--- config.mk ---
export PLATFORM = sky130hd
export DESIGN_NAME = dmem_lsu_arbiter_flat
export DESIGN_NICKNAME = d
export VERILOG_FILES = /design/src/rtl/dmem_lsu_arbiter_if.sv /design/src/rtl/dmem_lsu_arbiter.sv /design/src/flat_wrapper.sv
export SDC_FILE = /design/constraint.sdc
export NUM_CORES = 1
export LEC_CHECK = 0
export CORE_UTILIZATION = 46
export DETAILED_ROUTE_END_ITERATION = 12
export HOLD_SLACK_MARGIN = 0.02
export PLACE_DENSITY = 0.92
export REMOVE_ABC_BUFFERS = 1
export SLEW_MARGIN = 20
export SYNTH_ARGS = -nofsm -noshare
export SYNTH_HDL_FRONTEND = slang
export SYNTH_SLANG_ARGS = --single-unit
--- constraint.sdc ---
create_clock -name i_clk -period 5.95 [get_ports i_clk]
set_clock_uncertainty 0.15 [all_clocks]
set_input_delay 0.8925 -clock i_clk [delete_from_list [all_inputs] [get_ports i_clk]]
set_output_delay 0.8925 -clock i_clk [all_outputs]
set_load 0.02 [all_outputs]
--- src/rtl/dmem_lsu_arbiter_if.sv ---
// Bundle of the two requester ports and the data-memory port of the
// load/store arbiter. The arbiter connects through the slave modport;
// the requesters and the memory connect through the master modport.
interface dmem_lsu_arbiter_if #(
  parameter int N = 9
);

  // Port 0 (core LSU)
  logic          i_p0_req;
  logic          i_p0_we;
  logic [31:0]   i_p0_addr;
  logic [2:0]    i_p0_funct3;
  logic [31:0]   i_p0_wdata;
  logic          o_p0_gnt;
  logic          o_p0_rvalid;
  logic [31:0]   o_p0_rdata;
  logic          o_p0_err;

  // Port 1 (loader / debug)
  logic          i_p1_req;
  logic          i_p1_we;
  logic [31:0]   i_p1_addr;
  logic [2:0]    i_p1_funct3;
  logic [31:0]   i_p1_wdata;
  logic          o_p1_gnt;
  logic          o_p1_rvalid;
  logic [31:0]   o_p1_rdata;
  logic          o_p1_err;

  // Data memory
  logic [N-1:0]  o_mem_addr;
  logic [31:0]   o_mem_wdata;
  logic [3:0]    o_mem_bmask;
  logic          o_mem_wren;
  logic [31:0]   i_mem_rdata;

  modport slave (
    input  i_p0_req, i_p0_we, i_p0_addr, i_p0_funct3, i_p0_wdata,
    output o_p0_gnt, o_p0_rvalid, o_p0_rdata, o_p0_err,
    input  i_p1_req, i_p1_we, i_p1_addr, i_p1_funct3, i_p1_wdata,
    output o_p1_gnt, o_p1_rvalid, o_p1_rdata, o_p1_err,
    output o_mem_addr, o_mem_wdata, o_mem_bmask, o_mem_wren,
    input  i_mem_rdata
  );

  modport master (
    output i_p0_req, i_p0_we, i_p0_addr, i_p0_funct3, i_p0_wdata,
    input  o_p0_gnt, o_p0_rvalid, o_p0_rdata, o_p0_err,
    output i_p1_req, i_p1_we, i_p1_addr, i_p1_funct3, i_p1_wdata,
    input  o_p1_gnt, o_p1_rvalid, o_p1_rdata, o_p1_err,
    input  o_mem_addr, o_mem_wdata, o_mem_bmask, o_mem_wren,
    output i_mem_rdata
  );

endinterface

--- src/rtl/dmem_lsu_arbiter.sv ---
// Load/store controller in front of a 2^N-word data memory, shared by the
// core LSU (port 0) and the loader/debug path (port 1). One access takes
// three cycles: IDLE (grant + latch), ACCESS (memory cycle), RESP (reply).
// Optional macro LSU_RR_ARB_EN: round-robin arbitration between the ports;
// when undefined, port 0 has fixed priority and port 1 may starve.
module dmem_lsu_arbiter #(
  parameter int N = 9
) (
  input logic               i_clk,
  input logic               i_reset,
  dmem_lsu_arbiter_if.slave bus
);

  typedef enum logic [1:0] {
    IDLE   = 2'd0,
    ACCESS = 2'd1,
    RESP   = 2'd2
  } state_e;

  state_e       state_q, state_d;
  logic         port_q, port_d;
  logic         we_q, we_d;
  logic [31:0]  addr_q, addr_d;
  logic [2:0]   funct3_q, funct3_d;
  logic [31:0]  wdata_q, wdata_d;
  logic [31:0]  rdata_q, rdata_d;
`ifdef LSU_RR_ARB_EN
  logic         last_q, last_d;
`endif

  logic         any_req;
  logic         pick1;
  logic         grant;
  logic [1:0]   off;
  logic         misaligned;
  logic         range_err;
  logic         illegal;
  logic         err;
  logic [3:0]   st_bmask;
  logic [31:0]  st_wdata;
  logic [31:0]  ld_shifted;
  logic [31:0]  ld_value;

  // Pick the winning port; a grant is only possible in IDLE and out of reset
  always_comb begin
    any_req = bus.i_p0_req | bus.i_p1_req;
`ifdef LSU_RR_ARB_EN
    pick1 = bus.i_p1_req & (~bus.i_p0_req | ~last_q);
`else
    pick1 = bus.i_p1_req & ~bus.i_p0_req;
`endif
    grant = (state_q == IDLE) & any_req & i_reset;
  end

  // Decode the latched request into error flags, store lanes and load result
  always_comb begin
    off        = addr_q[1:0];
    misaligned = 1'b0;
    case (funct3_q[1:0])
      2'b01:   misaligned = off[0];
      2'b10:   misaligned = (off != 2'b00);
      default: misaligned = 1'b0;
    endcase
    range_err = |addr_q[31:N+2];
    illegal   = (funct3_q == 3'b011) | (funct3_q == 3'b110) |
                (funct3_q == 3'b111) | (funct3_q[2] & we_q);
    err       = misaligned | range_err | illegal;

    st_bmask = 4'b0000;
    st_wdata = 32'h0;
    case (funct3_q[1:0])
      2'b00: begin
        st_bmask = 4'b0001 << off;
        st_wdata = {4{wdata_q[7:0]}};
      end
      2'b01: begin
        st_bmask = 4'b0011 << off;
        st_wdata = {2{wdata_q[15:0]}};
      end
      2'b10: begin
        st_bmask = 4'b1111;
        st_wdata = wdata_q;
      end
      default: begin
        st_bmask = 4'b0000;
        st_wdata = 32'h0;
      end
    endcase

    ld_shifted = bus.i_mem_rdata >> {off, 3'b000};
    case (funct3_q)
      3'b000:  ld_value = {{24{ld_shifted[7]}}, ld_shifted[7:0]};
      3'b001:  ld_value = {{16{ld_shifted[15]}}, ld_shifted[15:0]};
      3'b010:  ld_value = ld_shifted;
      3'b100:  ld_value = {24'h0, ld_shifted[7:0]};
      3'b101:  ld_value = {16'h0, ld_shifted[15:0]};
      default: ld_value = 32'h0;
    endcase
  end

  // Next-state logic of the IDLE -> ACCESS -> RESP sequence
  always_comb begin
    state_d = state_q;
    case (state_q)
      IDLE:    if (grant) state_d = ACCESS;
      ACCESS:  state_d = RESP;
      RESP:    state_d = IDLE;
      default: state_d = IDLE;
    endcase
  end

  // Latch the winning request on grant and capture the load result in ACCESS
  always_comb begin
    port_d   = port_q;
    we_d     = we_q;
    addr_d   = addr_q;
    funct3_d = funct3_q;
    wdata_d  = wdata_q;
    rdata_d  = rdata_q;
`ifdef LSU_RR_ARB_EN
    last_d   = last_q;
`endif
    if (grant) begin
      port_d   = pick1;
      we_d     = pick1 ? bus.i_p1_we     : bus.i_p0_we;
      addr_d   = pick1 ? bus.i_p1_addr   : bus.i_p0_addr;
      funct3_d = pick1 ? bus.i_p1_funct3 : bus.i_p0_funct3;
      wdata_d  = pick1 ? bus.i_p1_wdata  : bus.i_p0_wdata;
`ifdef LSU_RR_ARB_EN
      last_d   = pick1;
`endif
    end
    if (state_q == ACCESS) begin
      rdata_d = (~we_q & ~err) ? ld_value : 32'h0;
    end
  end

  // State and request registers, cleared asynchronously
  always_ff @(posedge i_clk or negedge i_reset) begin
    if (!i_reset) begin
      state_q  <= IDLE;
      port_q   <= 1'b0;
      we_q     <= 1'b0;
      addr_q   <= 32'h0;
      funct3_q <= 3'b000;
      wdata_q  <= 32'h0;
      rdata_q  <= 32'h0;
`ifdef LSU_RR_ARB_EN
      last_q   <= 1'b1;
`endif
    end else begin
      state_q  <= state_d;
      port_q   <= port_d;
      we_q     <= we_d;
      addr_q   <= addr_d;
      funct3_q <= funct3_d;
      wdata_q  <= wdata_d;
      rdata_q  <= rdata_d;
`ifdef LSU_RR_ARB_EN
      last_q   <= last_d;
`endif
    end
  end

  // Drive grants, the memory cycle and the response from the current state
  always_comb begin
    bus.o_p0_gnt    = grant & ~pick1;
    bus.o_p1_gnt    = grant & pick1;
    bus.o_p0_rvalid = 1'b0;
    bus.o_p0_rdata  = 32'h0;
    bus.o_p0_err    = 1'b0;
    bus.o_p1_rvalid = 1'b0;
    bus.o_p1_rdata  = 32'h0;
    bus.o_p1_err    = 1'b0;
    bus.o_mem_addr  = addr_q[N+1:2];
    bus.o_mem_wdata = 32'h0;
    bus.o_mem_bmask = 4'b0000;
    bus.o_mem_wren  = 1'b0;
    case (state_q)
      ACCESS: begin
        if (we_q & ~err) begin
          bus.o_mem_wren  = 1'b1;
          bus.o_mem_bmask = st_bmask;
          bus.o_mem_wdata = st_wdata;
        end
      end
      RESP: begin
        if (port_q) begin
          bus.o_p1_rvalid = 1'b1;
          bus.o_p1_rdata  = rdata_q;
          bus.o_p1_err    = err;
        end else begin
          bus.o_p0_rvalid = 1'b1;
          bus.o_p0_rdata  = rdata_q;
          bus.o_p0_err    = err;
        end
      end
      default: begin
        bus.o_mem_wren  = 1'b0;
      end
    endcase
  end

endmodule
--- src/flat_wrapper.sv ---
// flat-port wrapper written by rule: the top's interface ports become plain ports
module dmem_lsu_arbiter_flat 
#(
  parameter int N = 9
)
  (i_clk, i_reset, bus_i_p0_req, bus_i_p0_we, bus_i_p0_addr, bus_i_p0_funct3, bus_i_p0_wdata, bus_o_p0_gnt, bus_o_p0_rvalid, bus_o_p0_rdata, bus_o_p0_err, bus_i_p1_req, bus_i_p1_we, bus_i_p1_addr, bus_i_p1_funct3, bus_i_p1_wdata, bus_o_p1_gnt, bus_o_p1_rvalid, bus_o_p1_rdata, bus_o_p1_err, bus_o_mem_addr, bus_o_mem_wdata, bus_o_mem_bmask, bus_o_mem_wren, bus_i_mem_rdata);
  dmem_lsu_arbiter_if #(.N(N)) bus_i ();
  input logic i_clk;
  input logic i_reset;
  input wire logic [$bits(bus_i.i_p0_req)-1:0] bus_i_p0_req;
  input wire logic [$bits(bus_i.i_p0_we)-1:0] bus_i_p0_we;
  input wire logic [$bits(bus_i.i_p0_addr)-1:0] bus_i_p0_addr;
  input wire logic [$bits(bus_i.i_p0_funct3)-1:0] bus_i_p0_funct3;
  input wire logic [$bits(bus_i.i_p0_wdata)-1:0] bus_i_p0_wdata;
  output wire logic [$bits(bus_i.o_p0_gnt)-1:0] bus_o_p0_gnt;
  output wire logic [$bits(bus_i.o_p0_rvalid)-1:0] bus_o_p0_rvalid;
  output wire logic [$bits(bus_i.o_p0_rdata)-1:0] bus_o_p0_rdata;
  output wire logic [$bits(bus_i.o_p0_err)-1:0] bus_o_p0_err;
  input wire logic [$bits(bus_i.i_p1_req)-1:0] bus_i_p1_req;
  input wire logic [$bits(bus_i.i_p1_we)-1:0] bus_i_p1_we;
  input wire logic [$bits(bus_i.i_p1_addr)-1:0] bus_i_p1_addr;
  input wire logic [$bits(bus_i.i_p1_funct3)-1:0] bus_i_p1_funct3;
  input wire logic [$bits(bus_i.i_p1_wdata)-1:0] bus_i_p1_wdata;
  output wire logic [$bits(bus_i.o_p1_gnt)-1:0] bus_o_p1_gnt;
  output wire logic [$bits(bus_i.o_p1_rvalid)-1:0] bus_o_p1_rvalid;
  output wire logic [$bits(bus_i.o_p1_rdata)-1:0] bus_o_p1_rdata;
  output wire logic [$bits(bus_i.o_p1_err)-1:0] bus_o_p1_err;
  output wire logic [$bits(bus_i.o_mem_addr)-1:0] bus_o_mem_addr;
  output wire logic [$bits(bus_i.o_mem_wdata)-1:0] bus_o_mem_wdata;
  output wire logic [$bits(bus_i.o_mem_bmask)-1:0] bus_o_mem_bmask;
  output wire logic [$bits(bus_i.o_mem_wren)-1:0] bus_o_mem_wren;
  input wire logic [$bits(bus_i.i_mem_rdata)-1:0] bus_i_mem_rdata;
  assign bus_i.i_p0_req = bus_i_p0_req;
  assign bus_i.i_p0_we = bus_i_p0_we;
  assign bus_i.i_p0_addr = bus_i_p0_addr;
  assign bus_i.i_p0_funct3 = bus_i_p0_funct3;
  assign bus_i.i_p0_wdata = bus_i_p0_wdata;
  assign bus_o_p0_gnt = bus_i.o_p0_gnt;
  assign bus_o_p0_rvalid = bus_i.o_p0_rvalid;
  assign bus_o_p0_rdata = bus_i.o_p0_rdata;
  assign bus_o_p0_err = bus_i.o_p0_err;
  assign bus_i.i_p1_req = bus_i_p1_req;
  assign bus_i.i_p1_we = bus_i_p1_we;
  assign bus_i.i_p1_addr = bus_i_p1_addr;
  assign bus_i.i_p1_funct3 = bus_i_p1_funct3;
  assign bus_i.i_p1_wdata = bus_i_p1_wdata;
  assign bus_o_p1_gnt = bus_i.o_p1_gnt;
  assign bus_o_p1_rvalid = bus_i.o_p1_rvalid;
  assign bus_o_p1_rdata = bus_i.o_p1_rdata;
  assign bus_o_p1_err = bus_i.o_p1_err;
  assign bus_o_mem_addr = bus_i.o_mem_addr;
  assign bus_o_mem_wdata = bus_i.o_mem_wdata;
  assign bus_o_mem_bmask = bus_i.o_mem_bmask;
  assign bus_o_mem_wren = bus_i.o_mem_wren;
  assign bus_i.i_mem_rdata = bus_i_mem_rdata;
  dmem_lsu_arbiter #(.N(N)) u_core (.i_clk(i_clk), .i_reset(i_reset), .bus(bus_i));
endmodule
## Word level (Yosys, flattened, before mapping)

Index checks and enable logic that the tools add are counted.

- Output and inout port bits: 116
- Logic and storage cells: 74
- Input bits: 172
- Flip-flop bits (word level): 103

- Reductions and logical operators: 5
- Shift-type cells: 3
- Bitwise gates (word level): 18
- Equality and inequality tests: 12
- Multiplexer cells: 29

Operator list:

| kind | count |
|---|---|
| 32-bit two-way mux | 9 |
| 32-bit case mux with 5 select lines | 1 |
| 32-bit case mux with 3 select lines | 1 |
| 32-bit by 5-bit >> shifter with 32-bit output | 1 |
| 21-bit OR reduction | 1 |
| 3-bit == test (second input constant) | 4 |
| 4-bit case mux with 3 select lines | 1 |
| 1-bit two-way mux | 11 |
| 1-bit AND | 8 |
| 4-bit two-way mux | 2 |
| 3-bit by 2-bit == test with 1-bit output (second input constant) | 2 |
| 1-bit OR | 6 |
| 2-bit by 1-bit == test with 1-bit output (second input constant) | 2 |
| 2-bit == test (second input constant) | 2 |
| 2-bit logical NOT | 2 |
| 1-bit inverter | 4 |
| 2-bit case mux with 2 select lines | 1 |
| 1-bit by 2-bit left shift with 4-bit output (first input constant) | 1 |
| 2-bit by 2-bit left shift with 4-bit output (first input constant) | 1 |
| 3-bit by 1-bit == test with 1-bit output (second input constant) | 1 |
| 3-bit logical NOT | 1 |
| 3-bit two-way mux | 1 |
| 2-bit two-way mux | 1 |
| 2-bit by 1-bit != test with 1-bit output (second input constant) | 1 |
| 2 further kinds | 2 |

## Longest topological paths before layout

Gate-level depths: netlist (run 1).

- Word-level depth: 9
- Depth in mapped cells: 8
- Depth with buffers taken out: 6

## Least setup slack after synthesis (run 1)

No wires, ideal clock.

- Kind: in2out
- Start point: input bus_i_p1_req
- End point: output bus_o_p1_gnt
- Path buffers: 3
- Stages: 5
- Path slack: 3.015 ns
- Data required time: 4.908 ns
- Arrival: 1.892 ns
- Path through: buf_2 -> nor2b_1 -> buf_2 -> buf_1 -> and2_1

- Cells in the longest elaborated chain, start to end: 4
- Elaborated cells on any way between the ends: 5
- Classes of those cells: bitwise (5)

RTL lines:

| what | line | RTL |
|---|---|---|
| from (decl) | flat_wrapper.sv:19 | `input wire logic [$bits(bus_i.i_p1_req)-1:0] bus_i_p1_req;` |
| 1-bit OR | dmem_lsu_arbiter.sv:46 | `any_req = bus.i_p0_req \| bus.i_p1_req;` |
| 1-bit AND (2 in series) | dmem_lsu_arbiter.sv:52 | `grant = (state_q == IDLE) & any_req & i_reset;` |
| 1-bit AND * | dmem_lsu_arbiter.sv:168 | `bus.o_p1_gnt = grant & pick1;` |
| to (decl) | flat_wrapper.sv:24 | `output wire logic [$bits(bus_i.o_p1_gnt)-1:0] bus_o_p1_gnt;` |

Mark *: on every way between the ends. The rest lies on a longest branch, timed or not.

## Final worst setup path (run 1)

- Start point: register u_core.funct3_q[0]
- End point: output bus_o_mem_wdata[3]

- Cells in the longest elaborated chain, start to end: 9
- Elaborated cells on any way between the ends: 17
- Classes of those cells: eq/ne (5); mux (4); bitwise (7); reduce/logical (1)

RTL lines:

| what | line | RTL |
|---|---|---|
| from (decl) | dmem_lsu_arbiter.sv:24 | `logic [2:0] funct3_q, funct3_d;` |
| from (signal assigned) | dmem_lsu_arbiter.sv:156 | `funct3_q <= funct3_d;` |
| 3-bit by 2-bit == test with 1-bit output / 3-bit == test (equally long branches) | dmem_lsu_arbiter.sv:65 | `illegal = (funct3_q == 3'b011) \| (funct3_q == 3'b110) \|` |
| 1-bit OR (2 in series) | dmem_lsu_arbiter.sv:65 |  |
| 1-bit OR | dmem_lsu_arbiter.sv:66 | `(funct3_q == 3'b111) \| (funct3_q[2] & we_q);` |
| 1-bit OR | dmem_lsu_arbiter.sv:67 | `err = misaligned \| range_err \| illegal;` |
| 1-bit inverter | dmem_lsu_arbiter.sv:181 | `if (we_q & ~err) begin` |
| 1-bit AND | dmem_lsu_arbiter.sv:181 |  |
| 32-bit two-way mux * | dmem_lsu_arbiter.sv:181 |  |
| 32-bit two-way mux * | dmem_lsu_arbiter.sv:179 | `case (state_q)` |
| to (decl) | flat_wrapper.sv:29 | `output wire logic [$bits(bus_i.o_mem_wdata)-1:0] bus_o_mem_wdata;` |

Marks and branches as above.

==> results of run 1 <==
## sequential cells by signal, summed over array words and instances (netlist names)
| signal | flops |
|---|---|
| u_core.port_q | 1 |
| u_core.addr_q | 32 |
| u_core.rdata_q | 32 |
| u_core.wdata_q | 32 |
| u_core.funct3_q | 3 |
| u_core.we_q | 1 |
| u_core.state_q | 2 |
## worst register-to-register path, delay by kind of cell, from the launching register on
kind | cells | cell delay (ns)
simple gates | 3 | 1.15
fa+ha+maj | 1 | 0.71
compound gates | 1 | 0.36
flops | 1 | 0.47
buf+inv | 1 | 0.16
## final timing paths
path | startpoint | endpoint | slack (ns) | cells past startpoint
min in group asynchronous | i_reset | u_core.rdata_q[0]$_DFFE_PN0P_ | 0.38 | 1
min | u_core.addr_q[20]$_DFFE_PN0P_ | u_core.addr_q[20]$_DFFE_PN0P_ | 0.33 | 2
max in group asynchronous | i_reset | u_core.wdata_q[29]$_DFFE_PN0P_ | 4.06 | 2
max reg2reg | u_core.funct3_q[1]$_DFFE_PN0P_ | u_core.rdata_q[15]$_DFFE_PN0P_ | 2.86 | 6
min reg2reg | u_core.addr_q[20]$_DFFE_PN0P_ | u_core.addr_q[20]$_DFFE_PN0P_ | 0.33 | 2
max | u_core.funct3_q[0]$_DFFE_PN0P_ | bus_o_mem_wdata[3] | 1.31 | 7
## power groups by stage
stage	sequential (uW)	combinational [uW]	clock [uW]
floorplan	971	461	0
global placement	955	834	0
detailed placement	961	851	0
CTS	949	855	621
global route	970	934	645
finish	954	863	616
## cells in the final DEF (no fill, tap or decap), types with 3 or more instances in the layout
master | Yosys | layout
and3_1 | 3 | 3
and2_1 | 73 | 73
a32o_1 | 8 | 8
a211oi_1 | 22 | 22
buf_4 | 14 | 14
a222oi_1 | 8 | 8
nor2b_1 | 13 | 12
o2bb2ai_1 | 6 | 6
dfrtp_1 | 103 | 103
nor2_1 | 43 | 43
mux2i_1 | 15 | 15
nand3b_1 | 3 | 3
clkbuf_16 | 0 | 9
nand2b_1 | 3 | 3
nor4_1 | 6 | 6
o22ai_1 | 85 | 85
clkdlybuf4s50_1 | 0 | 285
a21oi_1 | 60 | 60
ha_1 | 5 | 5
a22oi_1 | 43 | 43
o21ai_0 | 27 | 27
and4b_1 | 8 | 8
inv_1 | 8 | 8
o21ai_1 | 26 | 25
nand2_1 | 58 | 58
## routing by layer
metal / global-route usage / up-vias / wire length, um
met5: 0 / - / 0
met4: 0.1586 / 0 / 1113
met3: 0.04183 / 73 / 1205
met2: 0.5054 / 351 / 10860
met1: 0.3713 / 3241 / 8578
li1: - / 3158 / -
## layout make-up
type                       instances  area, um2  share of cell area
inverter                           8      30.03            0.003173
clock buffer                      12      256.5             0.02711
sequential                       103       2577              0.2724
clock inverter                     4      53.80            0.005686
tap                              176      220.2             0.02327
multi-input combinational        538       3351              0.3541
timing repair buffer             301       2974              0.3143
## cell families (layout without fill, tap and decap cells)
logic type | count (synthesis) | after routing | synth area share
AND/OR/NAND/NOR | 224 | 224 | 0.1914
adder cells (fa/ha/maj) | 5 | 5 | 0.009827
multiplexers | 18 | 18 | 0.02889
AO/OA/AOI/OAI | 291 | 291 | 0.2934
flip-flops | 103 | 103 | 0.4049
buffers and inverters | 90 | 325 | 0.07154
## per-stage QoR
stage	hold slack [ns]	TNS (ns)	utilization	power [uW]	cell area (um2)
after floorplan	0.3002	-0.4573	-	1433	5941
after detailed placement	0.3216	0	0.6848	1812	9140
after global placement	0.3131	0	0.6848	1788	9140
after global routing	0.3504	0	0.7089	2549	9463
final	0.3322	0	0.7089	2432	9463
after CTS	0.3370	0	0.7080	2425	9450
==> metrics.md, run 1 <==
| Metric | Value |
|---|---|
| Status | completed |
| Area leader, netlist | dfrtp_1 |
| Layout cells sized above 1 | 0.04969 |
| Internal Dissipation | 1564 uW |
| Rows | 42 |
| Top cell type's share of synthesized area | 0.4049 |
| Final setup viols | 0 |
| CTS sink count | 103 |
| Initial Utilization | 0.4769 |
| Setup CP Type | flop to output port |
| Core area | 0.01335 mm2 |
| Synthesis Warnings | 0 |
| Post-layout net count | 1138 |
| Critical-path maximum fanout | 25 |
| Synth async-reset ratio | 1.000 |
| Distinct cells, synth | 44 |
| Top-count cell post-synth | dfrtp_1 |
| Top cells by area, synth | dfrtp_1 40%, o22ai_1 8.4%, and2_1 7.2% |
| Top delay family on crit path | simple AND/OR/NAND/NOR gates |
| Min cycle time layout | 4.641 ns |
| Dpl ws | 1.446 ns |
| Drt wl/cell | 19.05 um |
| Most frequent CP cell | and3_1 |
| Largest net degree at the start of global routing | 63 |
| # diodes | 0 |
| Comb pwr share | 0.355 |
| DR DRC count | 0 |
| Final hold violations | 0 |
| Clock network fraction of design power | 0.253 |
| Total placed cells including tap cells | 1125 |
| Post_cts resized | 0 |
| Filler cells | 1079 |
| Sw Pwr | 868.0 uW |
| Detail Route Antenna Nets | 0 |
| Peak supply drop | 0.2275 mV |
| Leak | 0.003725 uW |
| CTS clock-pin slew for the worst setup and hold paths | 0.07 ns |
| WP buf/inv | 2 |
| Max_cap viols | 0 |
| DP HPWL | 15400 um |
| Vias after detailed routing | 6823 |
| CP arrival | 3.60 ns |
| Post-CTS Hold Buffers | 0 |
| Required time of the worst setup path | 4.91 ns |
| Synth cell count leaders | 103 x dfrtp_1, 85 x o22ai_1, 73 x and2_1 |
| Worst-skew pair later-pin latency | 0.34 ns |
| Initial antenna violation count | 0 |
| Worst slew pin tran | 1.172 ns |
| Synthesis-stage register bit count | 103 |
| RSZ-0062 raised after global routing | no |
| Post-synth EDFFs | 0 |
| Part of the power in registers | 0.392 |
| Setup ws final | 1.309 ns |
| Overflow left after global routing | 0 |
| Worst setup EP type | output port |
| Clock root cell | clkbuf_16 |
| Sequential area share after synthesis | 0.4049 |
| Die X | 119.6 um |
| Die area | 0.01431 mm2 |
| CP max-delay cell | and3_1 |
| Setup Buffers After CTS | 0 |
| CTS tree | done |
| H-tree levels | 3 |
| First-pass GRT wire length | 33730 um |
| Power per cell area | 257.0 mW/mm2 |
| Vias in the first global route | 6539 |
| Fmax | 215.5 MHz |
| Period Utilization, post-route | 0.7799 |
| Net Sw Frac | 0.3569 |
| Critical path, cell by cell | inv_1 -> ha_1 -> o21ai_0 -> and3_1 -> and3_1 -> and4b_1 -> clkdlybuf4s50_1 |
| WL final | 21760 um |
| Hold crit path type | flop to flop |
| Mapped Area | 0.006366 mm2 |
| Gr usage total | 0.2994 |
| Finished Layout Cells | 1142 |
| Crit-path max cell delay | 0.72 ns |
| Most common flop cell mapped by yosys | dfrtp_1 |
| Die H | 119.6 um |
| Port bufs | 287 |
| Max-slew violation count | 0 |
| Worst setup SP type | flop |
| Synth-to-Final Area Change | 48.64% |
| Vias per cell | 5.975 |
| Final GP Congestion | 0.9340 |
| Num CTS Buffers | 9 |
| Initial DRC count | 668 |
| CTS Buffer Depth | 2 |
| Synth Instances | 731 |
| Slew HR | 0.2169 |
| Avg Cell Area, Syn | 8.709 um2 |
| Drt pass-1 iters | 5 |
| I/O pin count | 288 |
(Power assumes the default switching activity.)
==> run 2: changes to the inputs <==
--- a/config.mk
+++ b/config.mk
@@ -5,10 +5,10 @@
 export SDC_FILE = /design/constraint.sdc
 export NUM_CORES = 1
 export LEC_CHECK = 0
-export CORE_UTILIZATION = 46
+export CORE_UTILIZATION = 43
 export DETAILED_ROUTE_END_ITERATION = 12
 export HOLD_SLACK_MARGIN = 0.02
-export PLACE_DENSITY = 0.92
+export PLACE_DENSITY = 0.87
 export REMOVE_ABC_BUFFERS = 1
 export SLEW_MARGIN = 20
 export SYNTH_ARGS = -nofsm -noshare
==> constraint.sdc (replaced) <==
create_clock -name i_clk -period 4.6 [get_ports i_clk]
set_clock_uncertainty 0.15 [all_clocks]
set_input_delay 0.69 -clock i_clk [delete_from_list [all_inputs] [get_ports i_clk]]
set_output_delay 0.69 -clock i_clk [all_outputs]
set_load 0.02 [all_outputs]
==> metrics.md, run 2 (synthesis results as in run 1) <==
| Metric | Value |
|---|---|
| Vias per cell | 5.905 (was 5.975) |
| Initial DRC count | 626 (was 668) |
| Leak | 0.003778 uW (was 0.003725 uW) |
| CP arrival | 3.32 ns (was 3.60 ns) |
| Die area | 0.01530 mm2 (was 0.01431 mm2) |
| Worst setup SP type | flop (unchanged) |
| Initial antenna violation count | 0 (unchanged) |
| First-pass GRT wire length | 33220 um (was 33730 um) |
| Final hold violations | 0 (unchanged) |
| I/O pin count | 288 (unchanged) |
| CTS clock-pin slew for the worst setup and hold paths | 0.07 ns (about the same) |
| Biggest regs | u_core.addr_q x32, u_core.rdata_q x32, u_core.wdata_q x32 (unchanged) |
| Detail Route Antenna Nets | 0 (unchanged) |
| Status | completed (unchanged) |
| Setup ws final | 0.4384 ns (was 1.309 ns) |
| Max_cap viols | 0 (unchanged) |
| Final GP Congestion | 0.9236 (was 0.9340) |
| Hold crit path type | flop to flop (unchanged) |
| Rows | 44 (was 42) |
| Drt pass-1 iters | 5 (unchanged) |
| Gr usage total | 0.2831 (was 0.2994) |
| Setup Buffers After CTS | 0 (unchanged) |
| Max-slew violation count | 0 (unchanged) |
| Min cycle time layout | 4.162 ns |
| Post_cts resized | 0 (unchanged) |
| Required time of the worst setup path | 3.76 ns (was 4.91 ns) |
| Critical-path maximum fanout | 19 (was 25) |
| DR DRC count | 0 (unchanged) |
| Post-layout net count | 1142 (was 1138) |
| WL final | 21640 um (was 21760 um) |
| Clock root cell | clkbuf_16 (unchanged) |
| Synth-to-Final Area Change | 50.10% (was 48.64%) |
| Vias in the first global route | 6222 (was 6539) |
| Period Utilization, post-route | 0.9047 |
| Worst slew pin tran | 0.9604 ns (was 1.172 ns) |
| Num CTS Buffers | 9 (unchanged) |
| Worst setup EP type | output port (unchanged) |
| Final hold slack | 0.3346 ns (was 0.3322 ns) |
| H-tree levels | 3 (unchanged) |
| Multi-input logic area | 0.003352 mm2 (was 0.003351 mm2) |
| Die H | 123.7 um (was 119.6 um) |
| Overflow left after global routing | 0 (unchanged) |
| Vias after detailed routing | 6814 (was 6823) |
| Filler cells | 1225 (was 1079) |
| Post-layout power | 3260 uW (was 2432 uW) |
| Setup CP Type | flop to output port (unchanged) |
| Final setup viols | 0 (unchanged) |
| FF/Latch Area | 0.002577 mm2 (unchanged) |
| Fmax | 240.3 MHz |
| Slew HR | 0.3590 (was 0.2169) |
| CTS Buffer Depth | 2 (unchanged) |
| # diodes | 0 (unchanged) |
| Peak supply drop | 0.2554 mV (was 0.2275 mV) |
| Port bufs | 287 (unchanged) |
| Initial Utilization | 0.4397 (was 0.4769) |
| RSZ-0062 raised after global routing | no (unchanged) |
| Worst-skew pair later-pin latency | 0.34 ns (about the same) |
| Post-CTS Hold Buffers | 0 (unchanged) |
| Largest net degree at the start of global routing | 54 (was 63) |
| Total placed cells including tap cells | 1138 (was 1125) |
| DP HPWL | 15490 um (was 15400 um) |
| Power per cell area | 341.1 mW/mm2 (was 257.0 mW/mm2) |
| Most common cell after layout, fill and taps aside | clkdlybuf4s50_1 (unchanged) |
| Drt wl/cell | 18.75 um (was 19.05 um) |
| Core area | 0.01448 mm2 (was 0.01335 mm2) |
| Layout cells sized above 1 | 0.05361 (was 0.04969) |
| CTS tree | done (unchanged) |
| Most frequent cells in the layout | 286 x clkdlybuf4s50_1, 103 x dfrtp_1, 85 x o22ai_1 (was 285 x clkdlybuf4s50_1, 103 x dfrtp_1, 85 x o22ai_1) |
| CTS sink count | 103 (unchanged) |
| Finished Layout Cells | 1154 (was 1142) |
| Die X | 123.7 um (was 119.6 um) |
| Dpl ws | 0.8516 ns (was 1.446 ns) |
[run 2: power breakdown]
group	total (uW)	internal, uW	switching [uW]	leakage [uW]
Combinational	1090	509	586	0.00231
Clock	925	584	341	0.000179
Sequential	1240	1070	172	0.00129
[run 2: path summary, 6_finish.rpt]
check / start / end / slack, ns / cells past startpoint
setup / recovery: u_core.funct3_q[1]$_DFFE_PN0P_ / bus_o_mem_bmask[0] / 0.44 / 8
hold / removal: u_core.addr_q[19]$_DFFE_PN0P_ / u_core.addr_q[19]$_DFFE_PN0P_ / 0.33 / 2
setup reg to reg: u_core.funct3_q[0]$_DFFE_PN0P_ / u_core.rdata_q[14]$_DFFE_PN0P_ / 1.79 / 7
hold reg to reg: u_core.addr_q[19]$_DFFE_PN0P_ / u_core.addr_q[19]$_DFFE_PN0P_ / 0.33 / 2
max in group asynchronous: i_reset / u_core.funct3_q[1]$_DFFE_PN0P_ / 2.82 / 3
min in group asynchronous: i_reset / u_core.rdata_q[1]$_DFFE_PN0P_ / 0.34 / 2
[run 2: worst max-delay path: stages, from the launching register on]
cell and delay [ns]:
dfrtp_1 0.51, inv_1 0.14, ha_1 0.20, buf_4 0.20, o21ai_1 0.14, a21bo_2 0.18, and3_1 0.66, and3_1 0.30
clkdlybuf4s50_1 0.63
[run 2: per-stage QoR]
stage / cell area (um2) / TNS [ns] / util
6_report: 9555 / 0 / 0.6600
3_3_place_gp: 9193 / 0 / 0.6349
4_1_cts: 9553 / 0 / 0.6598
3_5_place_dp: 9193 / 0 / 0.6349
2_1_floorplan: 5941 / -49.06 / -
5_1_grt: 9555 / 0 / 0.6600
[run 2: final cells by class]
type                            instances  area share
Multi-Input combinational cell        538      0.3508
Tap cell                              184     0.02409
Timing Repair Buffer                  305      0.3145
Clock buffer                            9     0.02357
Sequential cell                       103      0.2697
Clock inverter                          7     0.01414
Inverter                                8    0.003143
[run 2: metal layers]
metal	part of all wire	wire length, um	GRT usage	up-vias
met5	0	0	0	-
met4	0.039	837	0.1438	0
met3	0.062	1339	0.03480	52
met2	0.49	10520	0.4472	317
met1	0.41	8940	0.3819	3267
li1	-	-	-	3178
